--- src/rtl/drum_sequencer.sv ---
// drum_sequencer: three-voice, 16-step pattern sequencer. Each step lasts a
// tempo-programmed number of clock cycles; go pulses once per step entry.
module drum_sequencer #(
  parameter int NUM_STEPS = 16,
  parameter int TEMPO_W   = 23
) (
  input  logic               clk,
  input  logic               reset,
  input  logic               start,
  input  logic               pause,
  input  logic               stop,
  input  logic [TEMPO_W-1:0] tempo,
  input  logic               wr_en,
  input  logic [1:0]         wr_voice,
  input  logic [15:0]        wr_data,
  output logic [2:0]         go,
  output logic [3:0]         step,
  output logic               bar_start,
  output logic               running
);

  // state  | meaning
  // IDLE   | stopped at step 0, waiting for start
  // RUN    | counting ticks, advancing steps, firing go
  // PAUSED | step and tick frozen, waiting for start to resume
  typedef enum logic [1:0] {
    IDLE   = 2'd0,
    RUN    = 2'd1,
    PAUSED = 2'd2
  } state_t;

  state_t state, state_nxt;

  logic [TEMPO_W-1:0] tick;
  logic [TEMPO_W-1:0] t_lim;
  logic [TEMPO_W-1:0] tempo_eff;
  logic [15:0]        pat0, pat1, pat2;
  logic [3:0]         step_nxt;
  logic [2:0]         col_first;
  logic [2:0]         col_nxt;
  logic               start_idle;
  logic               count_en;
  logic               limit_hit;
  logic               advance;

  // tempo of 0 would give a zero-length step; treat it as one cycle per step
  assign tempo_eff  = (tempo == '0) ? TEMPO_W'(1) : tempo;
  assign limit_hit  = (tick == t_lim - TEMPO_W'(1));

  // pause outranks start, stop outranks both
  assign start_idle = (state == IDLE) && start && !stop && !pause;
  assign count_en   = !stop && !pause &&
                      ((state == RUN) || ((state == PAUSED) && start));
  assign advance    = count_en && limit_hit;

  assign step_nxt   = (step == 4'(NUM_STEPS - 1)) ? 4'd0 : step + 4'd1;

  // columns are read from the pre-write pattern values, so a same-edge
  // write only shows up from the following step entry
  assign col_first  = {pat2[0], pat1[0], pat0[0]};
  assign col_nxt    = {pat2[step_nxt], pat1[step_nxt], pat0[step_nxt]};

  always_ff @(posedge clk) begin
    if (reset) begin
      state <= IDLE;
    end else begin
      state <= state_nxt;
    end
  end

  always_comb begin
    state_nxt = state;
    case (state)
      IDLE: begin
        if (!stop && !pause && start) begin
          state_nxt = RUN;
        end
      end
      RUN: begin
        if (stop) begin
          state_nxt = IDLE;
        end else if (pause) begin
          state_nxt = PAUSED;
        end
      end
      PAUSED: begin
        if (stop) begin
          state_nxt = IDLE;
        end else if (!pause && start) begin
          state_nxt = RUN;
        end
      end
      default: state_nxt = IDLE;
    endcase
  end

  always_comb begin
    running = (state == RUN);
  end

  always_ff @(posedge clk) begin
    if (reset) begin
      step      <= 4'd0;
      tick      <= '0;
      t_lim     <= TEMPO_W'(1);
      go        <= 3'b000;
      bar_start <= 1'b0;
    end else if (stop) begin
      step      <= 4'd0;
      tick      <= '0;
      go        <= 3'b000;
      bar_start <= 1'b0;
    end else begin
      go        <= 3'b000;
      bar_start <= 1'b0;
      if (start_idle) begin
        step      <= 4'd0;
        tick      <= '0;
        t_lim     <= tempo_eff;
        go        <= col_first;
        bar_start <= 1'b1;
      end else if (advance) begin
        step      <= step_nxt;
        tick      <= '0;
        t_lim     <= tempo_eff;
        go        <= col_nxt;
        bar_start <= (step_nxt == 4'd0);
      end else if (count_en) begin
        tick <= tick + TEMPO_W'(1);
      end
    end
  end

  always_ff @(posedge clk) begin
    if (reset) begin
      pat0 <= 16'h0000;
      pat1 <= 16'h0000;
      pat2 <= 16'h0000;
    end else if (wr_en) begin
      case (wr_voice)
        2'd0:    pat0 <= wr_data;
        2'd1:    pat1 <= wr_data;
        2'd2:    pat2 <= wr_data;
        default: ;
      endcase
    end
  end

endmodule

--- config.mk ---
export PLATFORM = sky130hd
export DESIGN_NAME = drum_sequencer
export DESIGN_NICKNAME = d
export VERILOG_FILES = /design/src/rtl/drum_sequencer.sv
export SDC_FILE = /design/constraint.sdc
export NUM_CORES = 1
export LEC_CHECK = 0
export ABC_CLOCK_PERIOD_IN_PS = 3900
export BUFFER_PORTS_ARGS = -buffer_cell sky130_fd_sc_hd__buf_2
export CAP_MARGIN = 20
export CORE_ASPECT_RATIO = 2
export CORE_UTILIZATION = 35
export DETAILED_ROUTE_END_ITERATION = 8
export PLACE_DENSITY = 0.6
export SETUP_SLACK_MARGIN = 0.05
export SYNTH_ARGS = -nofsm -noshare
export SYNTH_HDL_FRONTEND = slang
export SYNTH_SLANG_ARGS = --single-unit
--- constraint.sdc ---
create_clock -name clk -period 3.9 [get_ports clk]
set_clock_uncertainty 0.2 [all_clocks]
set_input_delay 0.585 -clock clk [delete_from_list [all_inputs] [get_ports clk]]
set_output_delay 0.585 -clock clk [all_outputs]
set_load 0.02 [all_outputs]
Word level (Yosys, flattened, before mapping) --
Index checks and enable logic that the tools add are counted.
Word-level totals: register bits 104, output and inout bits 9, input port bits 47, word-level logic and storage cells 68
Operators by class: bitwise operators 1, magnitude comparators 1, reduce and logical (&&, ||, !) cells 25, add/sub/neg operators 3, equal/unequal tests 9, mux-type cells 20
Operator list (number):
- $mux 23 | 3
- $add 23x1->23 const B | 1
- $eq 23x23->1 | 1
- $logic_not 23->1 | 1
- $sub 23x1->23 const B | 1
- $bmux 1 s4 | 3
- $mux 2 | 5
- $logic_and 1x1->1 | 9
- $reduce_and 2->1 | 4
- $mux 3 | 2
- $pmux 2 s3 | 1
- $lt 4x5->1 const B | 1
- $mux 1 | 5
- $add 4x1->4 const B | 1
- $eq 2x1->1 const B | 2
- $eq 2x2->1 const B | 2
- $eq 4x4->1 const B | 1
- $logic_not 2->1 | 2
- $logic_not 4->1 | 1
- $mux 4 | 1
- $reduce_or 4->1 | 1
- $ne 3x2->1 const B | 1
- $ne 3x3->1 const B | 1
- $reduce_and 3->1 | 1
- other kinds (7) | 8

Logic depth before layout (Yosys ltp) --
Gate-level depths: netlist of run 1.
depth in word-level cells 7, gate-level depth with buffers 12

Least setup slack after synthesis of run 1 --
No wires, ideal clock.
path type reg-to-reg, from register step[0], to register go[0], clock period less this slack 2.993 ns, stages on the path, launching flop included 9, path slack 0.907 ns, arrival time 2.674 ns, data required time 3.580 ns, path buffers 2, library setup time 0.120 ns, cells stage by stage dfxtp_1 -> ha_1 -> clkbuf_1 -> a31oi_1 -> clkbuf_1 -> mux4_2 -> mux4_2 -> a22oi_1 -> nor2_1
On the way: word-level cells in the longest chain between the ends 6
RTL lines:
- start, declared | RTL line 17 | output logic [3:0] step,
- start signal, assigned | RTL line 123 | step <= step_nxt;
- $add 4x1->4 or $eq 4x4->1 (tied branches) | RTL line 56 | assign step_nxt = (step == 4'(NUM_STEPS - 1)) ? 4'd0 : step + 4'd1;
- $mux 4 (*) | RTL line 56
- $bmux 1 s4 (*) | RTL line 61 | assign col_nxt = {pat2[step_nxt], pat1[step_nxt], pat0[step_nxt]};
- $mux 1 (implied by the code) (*) | RTL line 61
- $mux 3 (*) | RTL line 122 | end else if (advance) begin
- $mux 3 (*) | RTL line 116 | if (start_idle) begin
- end signal, assigned | RTL line 120 | go <= col_first;
- end signal, assigned | RTL line 126 | go <= col_nxt;
- end, declared | RTL line 16 | output logic [2:0] go,
Mark *: on every way between the ends. The rest lies on a longest branch, timed or not. The select of a mux whose other input is x is not followed. A chain may end at the register's enable or synchronous reset.

Final worst setup path of run 1 --
from register t_lim[0], to register tick[19]
On the way: word-level cells in the longest chain between the ends 4
RTL lines:
- start, declared | RTL line 35 | logic [TEMPO_W-1:0] t_lim;
- start signal, assigned | RTL line 119 | t_lim <= tempo_eff;
- start signal, assigned | RTL line 125 | t_lim <= tempo_eff;
- $sub 23x1->23 | RTL line 48 | assign limit_hit = (tick == t_lim - TEMPO_W'(1));
- $eq 23x23->1 | RTL line 48
- $logic_and 1x1->1 | RTL line 54 | assign advance = count_en && limit_hit;
- $reduce_or 4->1 (no source line)
- end signal, assigned | RTL line 129 | tick <= tick + TEMPO_W'(1);
- end, declared | RTL line 34 | logic [TEMPO_W-1:0] tick;
No other way between the ends.

==> flow_summary_export.csv, run 1 <==
group,metric,value,unit
grt,grt-ovfl-total,0,
route,vias,4589,
yosys,yosysMostFrequentCell,"nand2_1",
layout,postLayoutCoreUtil,0.414,
min_path,worstHoldPathType,"reg -> reg",
yosys,avgSynthCellArea,8.37,um^2
setup_path,critical_path.max_fanout,13,
placement,gp_congestion,0.934,
floorplanning,num_rows,63,
floorplanning,coreArea,0.0148,mm^2
clock_network,post_cts_resized,0,
sta,hold_viol,0,
layout,multiInputGateArea,0.00308,mm^2
setup_path,crit_path_end_kind,"flip-flop",
sta,finalCriticalPeriod,3480,ps
setup_path,worstSetupStartpointType,"flip-flop",
floorplanning,io_pins,56,
yosys,syn-instance-count,637,
route,post_drt_wl_per_cell,15.8,um
clock_network,clk_latency,350,ps
setup_path,critical_path_required,3940,ps
yosys,synth_top_cell_by_area,"dfxtp_1",
setup_path,arrival,3520,ps
sta,setup_viol,0,
yosys,ys_warn_count,0,
yosys,synth_flop_cell,"dfxtp_1",
yosys,ys_seq_area_frac,0.390,
setup_path,worstReg2RegEnd,"tick[19]",
yosys,synth_seq_cells,104,
route,drtPass1Iterations,6,
route,drtIter0Drc,206,
placement,dp_hpwl,10800,um
grt,grtUsageTotal,0.187,
layout,area_growth,14.9,%
layout,drive_above_1_share,0.158,
sta,grt_setup_unrepaired,"false",
yosys,syn_nets,688,
clock_network,cts_buffers,9,
status,outcome,"completed",
pwr,ir_worst_vdd,0.000271,V
job,max_cap_viol_count,0,
route,drc,0,
sta,slew_headroom,0.553,
yosys,synth_cell_types,56,
placement,io_buffers,55,
yosys,synth_edf_count,0,
setup_path,regToRegSetupSlack,420,ps
sta,final_max_slew_viol_count,0,
sta,setup_tns,0,ps
sta,finalCritPeriodShare,0.893,
clock_network,cts.sinks,104,
sta,tightest_slew,668,ps
yosys,synthTopCellsByCount,"nand2_1 (127), dfxtp_1 (104), a21oi_1 (56), nand2b_1 (46), nor2_1 (43)",
clock_network,holdBufCountCts,0,
clock_network,post-cts-setup-buffers,0,
floorplanning,dieHeight,177,um
grt,grt_pass1_wl,22300,um
yosys,synth_area,0.00533,mm^2
floorplanning,initial_core_util,0.360,
yosys,ys_top_cells_by_area,"dfxtp_1 (39%), nand2_1 (8.9%), nand2b_1 (5.4%), a21oi_1 (5.3%), mux2i_1 (5.1%)",
grt,antenna_found_initial,0,
clock_network,cts_tree,"done",
min_path,min_path_cells,2,
layout,fin_nets,736,
layout,diodes,0,
route,vias_per_cell,5.19,
setup_path,reg2reg_depth,12,
layout,fillers,1564,
clock_network,clockBufferDepth,2,
clock_network,cts-htree-levels,3,
grt,grt_start_max_net_pins,56,
setup_path,critPathKind,"reg -> reg",
min_path,min_to,"pat2[6]",
min_path,hp-start,"pat2[6]",
yosys,netlist.area_leader.share,0.390,
route,totalWireLength,14000,um
layout,regArea,0.00208,mm^2
pwr,p_leak,0.00234,uW
floorplanning,dieArea,0.0158,mm^2
route,ant_nets,0,
pwr,cellPowerDensity,367,mW/mm^2
floorplanning,die_x,89.3,um
clock_network,cts-root-buf,"clkbuf_16",
sta,fmax,287,MHz
grt,first_global_vias,4644,
clock_network,clk_pin_slew,80,ps
yosys,async_reset_ff_frac,0,
setup_path,timing.rr.start,"t_lim[0]",
[layout by cell type (no fill, tap or decap), drive strengths merged, types with 10 or more instances in the layout]
| cell | count |
|---|---|
| nand2 | 127 |
| dfxtp | 104 |
| buf | 69 |
| a21oi | 56 |
| nand2b | 46 |
| nor2 | 44 |
| xor2 | 29 |
| mux2i | 27 |
| xnor2 | 24 |
| nand3 | 13 |
| nor4 | 13 |
| a211oi | 12 |
| inv | 12 |
| a31oi | 11 |
| nor3 | 11 |
| nand4 | 10 |
| clkbuf | 10 |
[state kept, by name, indices dropped and copies added, names as in the netlist]
| signal | count |
|---|---|
| t_lim | 23 |
| pat0 | 16 |
| step | 4 |
| pat2 | 16 |
| pat1 | 16 |
| state | 2 |
| bar_start | 1 |
| tick | 23 |
| go | 3 |
[kinds of logic (layout without fill, tap and decap cells)]
group                      Yosys count  after routing  share of synthesized area
muxes                               34             34                     0.0802
and+or+nand+nor                    299            299                      0.280
adders and majority gates            4              4                    0.00939
buffers and inverters               40             93                     0.0336
xor gates and xnor gates            53             53                     0.0870
AOI/OAI and AO/OA                  103            103                      0.119
DFF                                104            104                      0.390
[worst max-delay path by stage]
| stage | start | endpoint | slack [ps] | cells past startpoint |
|---|---|---|---|---|
| floorplan | step[0] | go[0] | 910 | 8 |
| global placement | t_lim[0] | tick[20] | 510 | 12 |
| detailed placement | t_lim[0] | tick[22] | 400 | 12 |
| CTS | t_lim[0] | tick[16] | 380 | 12 |
| global route | t_lim[0] | tick[13] | 80 | 12 |
| finish | t_lim[0] | tick[19] | 420 | 12 |
[routing by layer]
layer / GRT usage / part of all wire / up-vias
met3: 0.0332 / 0.035 / 34
met2: 0.359 / 0.56 / 102
met5: 0 / 0 / -
li1: - / - / 2279
met4: 0.0899 / 0.045 / 0
met1: 0.182 / 0.36 / 2174
[per-stage QoR]
| stage | power, uW | cell area, um^2 | hold WS (ps) | setup WS, ps | cells |
|---|---|---|---|---|---|
| 2_1_floorplan | 1270 | 5330 | 232 | 907 | 637 |
| 6_report | 2250 | 6130 | 257 | 418 | 885 |
| 5_1_grt | 2350 | 6130 | 260 | 76.9 | 885 |
| 3_3_place_gp | 1340 | 5810 | 239 | 512 | 868 |
| 3_5_place_dp | 1350 | 5810 | 247 | 396 | 868 |
| 4_1_cts | 2270 | 6110 | 258 | 383 | 884 |
[power by group]
| part | leakage, uW | internal, uW | switching, uW |
|---|---|---|---|
| Clock | 0.000151 | 461 | 463 |
| Sequential | 0.000843 | 1090 | 23.5 |
| Combinational | 0.00135 | 91.3 | 121 |
| Total | 0.00234 | 1640 | 608 |
[layout make-up]
| cell class | count | share of cell area |
|---|---|---|
| well taps | 195 | 0.0398 |
| inverters | 7 | 0.00429 |
| multi-input cells | 493 | 0.502 |
| flip-flops and latches | 104 | 0.340 |
| repair buffers | 70 | 0.0643 |
| clock inverters | 7 | 0.0129 |
| clock buffers | 9 | 0.0367 |
[critical path: stages (launching register included)]
cell       delay (ps)
dfxtp_1           360
inv_1              90
ha_1              220
nor3b_2           360
nand2_1           200
or3_1             400
a2111oi_2         360
nand4_1           180
a2111oi_4         350
buf_4             260
or2_1             140
buf_4             190
nor2_1             60
Note: power is estimated with default switching activity, not from simulation.
==> inputs of run 2 (changes only) <==
- CORE_ASPECT_RATIO: 2 -> default
- CTS_CLUSTER_DIAMETER: default -> 30
==> run 2 against run 1 <==
  * Sequential cell count did not move
  * Sequential share of layout area rose by 0.14 points
  * Hold slack got worse by 1.2 ps
  * Clock-buffer cell count did not move
  * Critical endpoint is now tick[11]
  * Sequential power barely moved
  * Largest power group unchanged
  * First-iteration DRC count rose by 63%
  * Final cell count fell by 1.5%
  * Final area fell by 0.41%
  * Die area fell by 0.19%
==> flow_summary_export.csv, run 2 (synthesis results as in run 1) <==
group,metric,value,unit
sta,hold_ws,256,ps
setup_path,critPathKind,"reg -> reg",
pwr,cellPowerDensity,368,mW/mm^2
layout,top_regs,"t_lim (23), tick (23)",
route,totalWireLength,13300,um
setup_path,crit_path_end_kind,"flip-flop",
route,vias,4563,
floorplanning,die_x,125,um
layout,final_cell_mix,"nand2_1 (127), dfxtp_1 (104), a21oi_1 (56)",
sta,slew_headroom,0.383,
setup_path,critical_path_required,3950,ps
grt,grt_pass1_wl,22600,um
min_path,worstHoldPathType,"reg -> reg",
grt,grtUsageTotal,0.181,
route,ant_nets,0,
route,drtPass1Iterations,6,
sta,finalCritPeriodShare,0.896,
floorplanning,num_rows,44,
setup_path,cpMostUsedCell,"buf_4",
clock_network,clk_latency,360,ps
sta,final_max_slew_viol_count,0,
layout,fin_nets,734,
route,vias_per_cell,5.23,
clock_network,cts_buffers,9,
grt,grt-ovfl-total,0,
clock_network,cts-root-buf,"clkbuf_16",
status,outcome,"completed",
sta,hold_viol,0,
placement,io_buffers,55,
pwr,total_power,2240,uW
setup_path,arrival,3540,ps
setup_path,path_delay_family,"simple AND/OR/NAND/NOR gates",
sta,tightest_slew,922,ps
setup_path,worstSetupStartpointType,"flip-flop",
clock_network,cts_tree,"done",
floorplanning,io_pins,56,
layout,area_growth,14.5,%
placement,gp_congestion,0.864,
setup_path,crit_chain,"inv_1 -> ha_1 -> nor3b_4 -> nand2_1 -> or3_1 -> a2111oi_2 -> nand4_1 -> a2111oi_4 -> buf_4 -> or2_1 -> buf_4 -> nor2_1",
layout,regArea,0.00208,mm^2
clock_network,clk_pin_slew,80,ps
clock_network,post-cts-setup-buffers,0,
clock_network,cts.sinks,104,
sta,grt_setup_unrepaired,"false",
floorplanning,dieHeight,125,um
layout,diodes,0,
pwr,p_leak,0.00233,uW
route,drc,0,
setup_path,critical_path.max_fanout,23,
grt,grt_start_max_net_pins,71,
setup_path,max_stage_delay,400,ps
sta,setup_tns,0,ps
pwr,ir_worst_vdd,0.000198,V
grt,first_global_vias,4558,
layout,stdcell_area,0.00610,mm^2
layout,multiInputGateArea,0.00308,mm^2
sta,finalCriticalPeriod,3490,ps
clock_network,holdBufCountCts,0,
setup_path,cp_num_buf_inv,3,
floorplanning,coreArea,0.0147,mm^2
placement,dp_hpwl,9840,um
layout,final_common_cell,"nand2_1",
job,max_cap_viol_count,0,
floorplanning,dieArea,0.0157,mm^2
sta,setup_viol,0,
clock_network,cts-htree-levels,3,
layout,fillers,1435,
route,drtIter0Drc,336,
placement,post_dp_cell_area,0.00578,mm^2
sta,setup_ws,407,ps
floorplanning,initial_core_util,0.363,
clock_network,clockBufferDepth,2,
setup_path,cp_slowest_cell,"or3_1",
sta,fmax,286,MHz
placement,place_ws,379,ps
grt,antenna_found_initial,0,
route,post_drt_wl_per_cell,15.3,um
layout,drive_above_1_share,0.156,
-- run 2: timing repair --
item / 4_1_cts / 5_1_grt
gates resized for setup: 0 / 1
endpoints found under the setup margin: 0 / 3
endpoints found under the hold margin: 0 / 0
-- run 2: through the flow --
step                      utilization  instances
after global placement          0.393        855
after CTS                       0.414        871
after global routing            0.415        872
after floorplan                     -        637
after detailed placement        0.393        855
final                           0.415        872
-- run 2: power by group --
| part | switching [uW] | internal (uW) | total [uW] | leakage, uW |
|---|---|---|---|---|
| clock network | 464 | 460 | 925 | 0.000148 |
| registers | 23.6 | 1090 | 1110 | 0.000843 |
| logic | 120 | 88.6 | 208 | 0.00134 |
| total | 608 | 1640 | 2240 | 0.00233 |
-- run 2: worst paths after layout --
check                              start  endpoint  slack (ps)  cells past startpoint
worst max-delay path            t_lim[0]  tick[11]         410                     12
worst min-delay path            pat2[12]  pat2[12]         260                      2
worst max register to register  t_lim[0]  tick[11]         410                     12
worst min register to register  pat2[12]  pat2[12]         260                      2
-- run 2: worst register-to-register path: stages (launching register included) --
cell,delay [ps]
dfxtp_1,360
inv_1,90
ha_1,240
nor3b_4,320
nand2_1,190
or3_1,400
a2111oi_2,380
nand4_1,190
a2111oi_4,280
buf_4,270
or2_1,120
buf_4,240
nor2_1,90
-- run 2: per-layer routing --
| layer | vias to the layer above | track usage | routed length, um |
|---|---|---|---|
| li1 | 2285 | - | - |
| met2 | 81 | 0.304 | 6590 |
| met3 | 22 | 0.0270 | 406 |
| met5 | - | 0 | 0 |
| met1 | 2175 | 0.230 | 6030 |
| met4 | 0 | 0.0782 | 279 |
-- run 2: cell type report --
cell class / instances / area share
tap: 184 / 0.0377
inverter: 7 / 0.00431
clock buffer: 9 / 0.0369
multi-input combinational: 493 / 0.505
clock inverter: 7 / 0.0135
sequential: 104 / 0.341
timing repair buffer: 68 / 0.0611
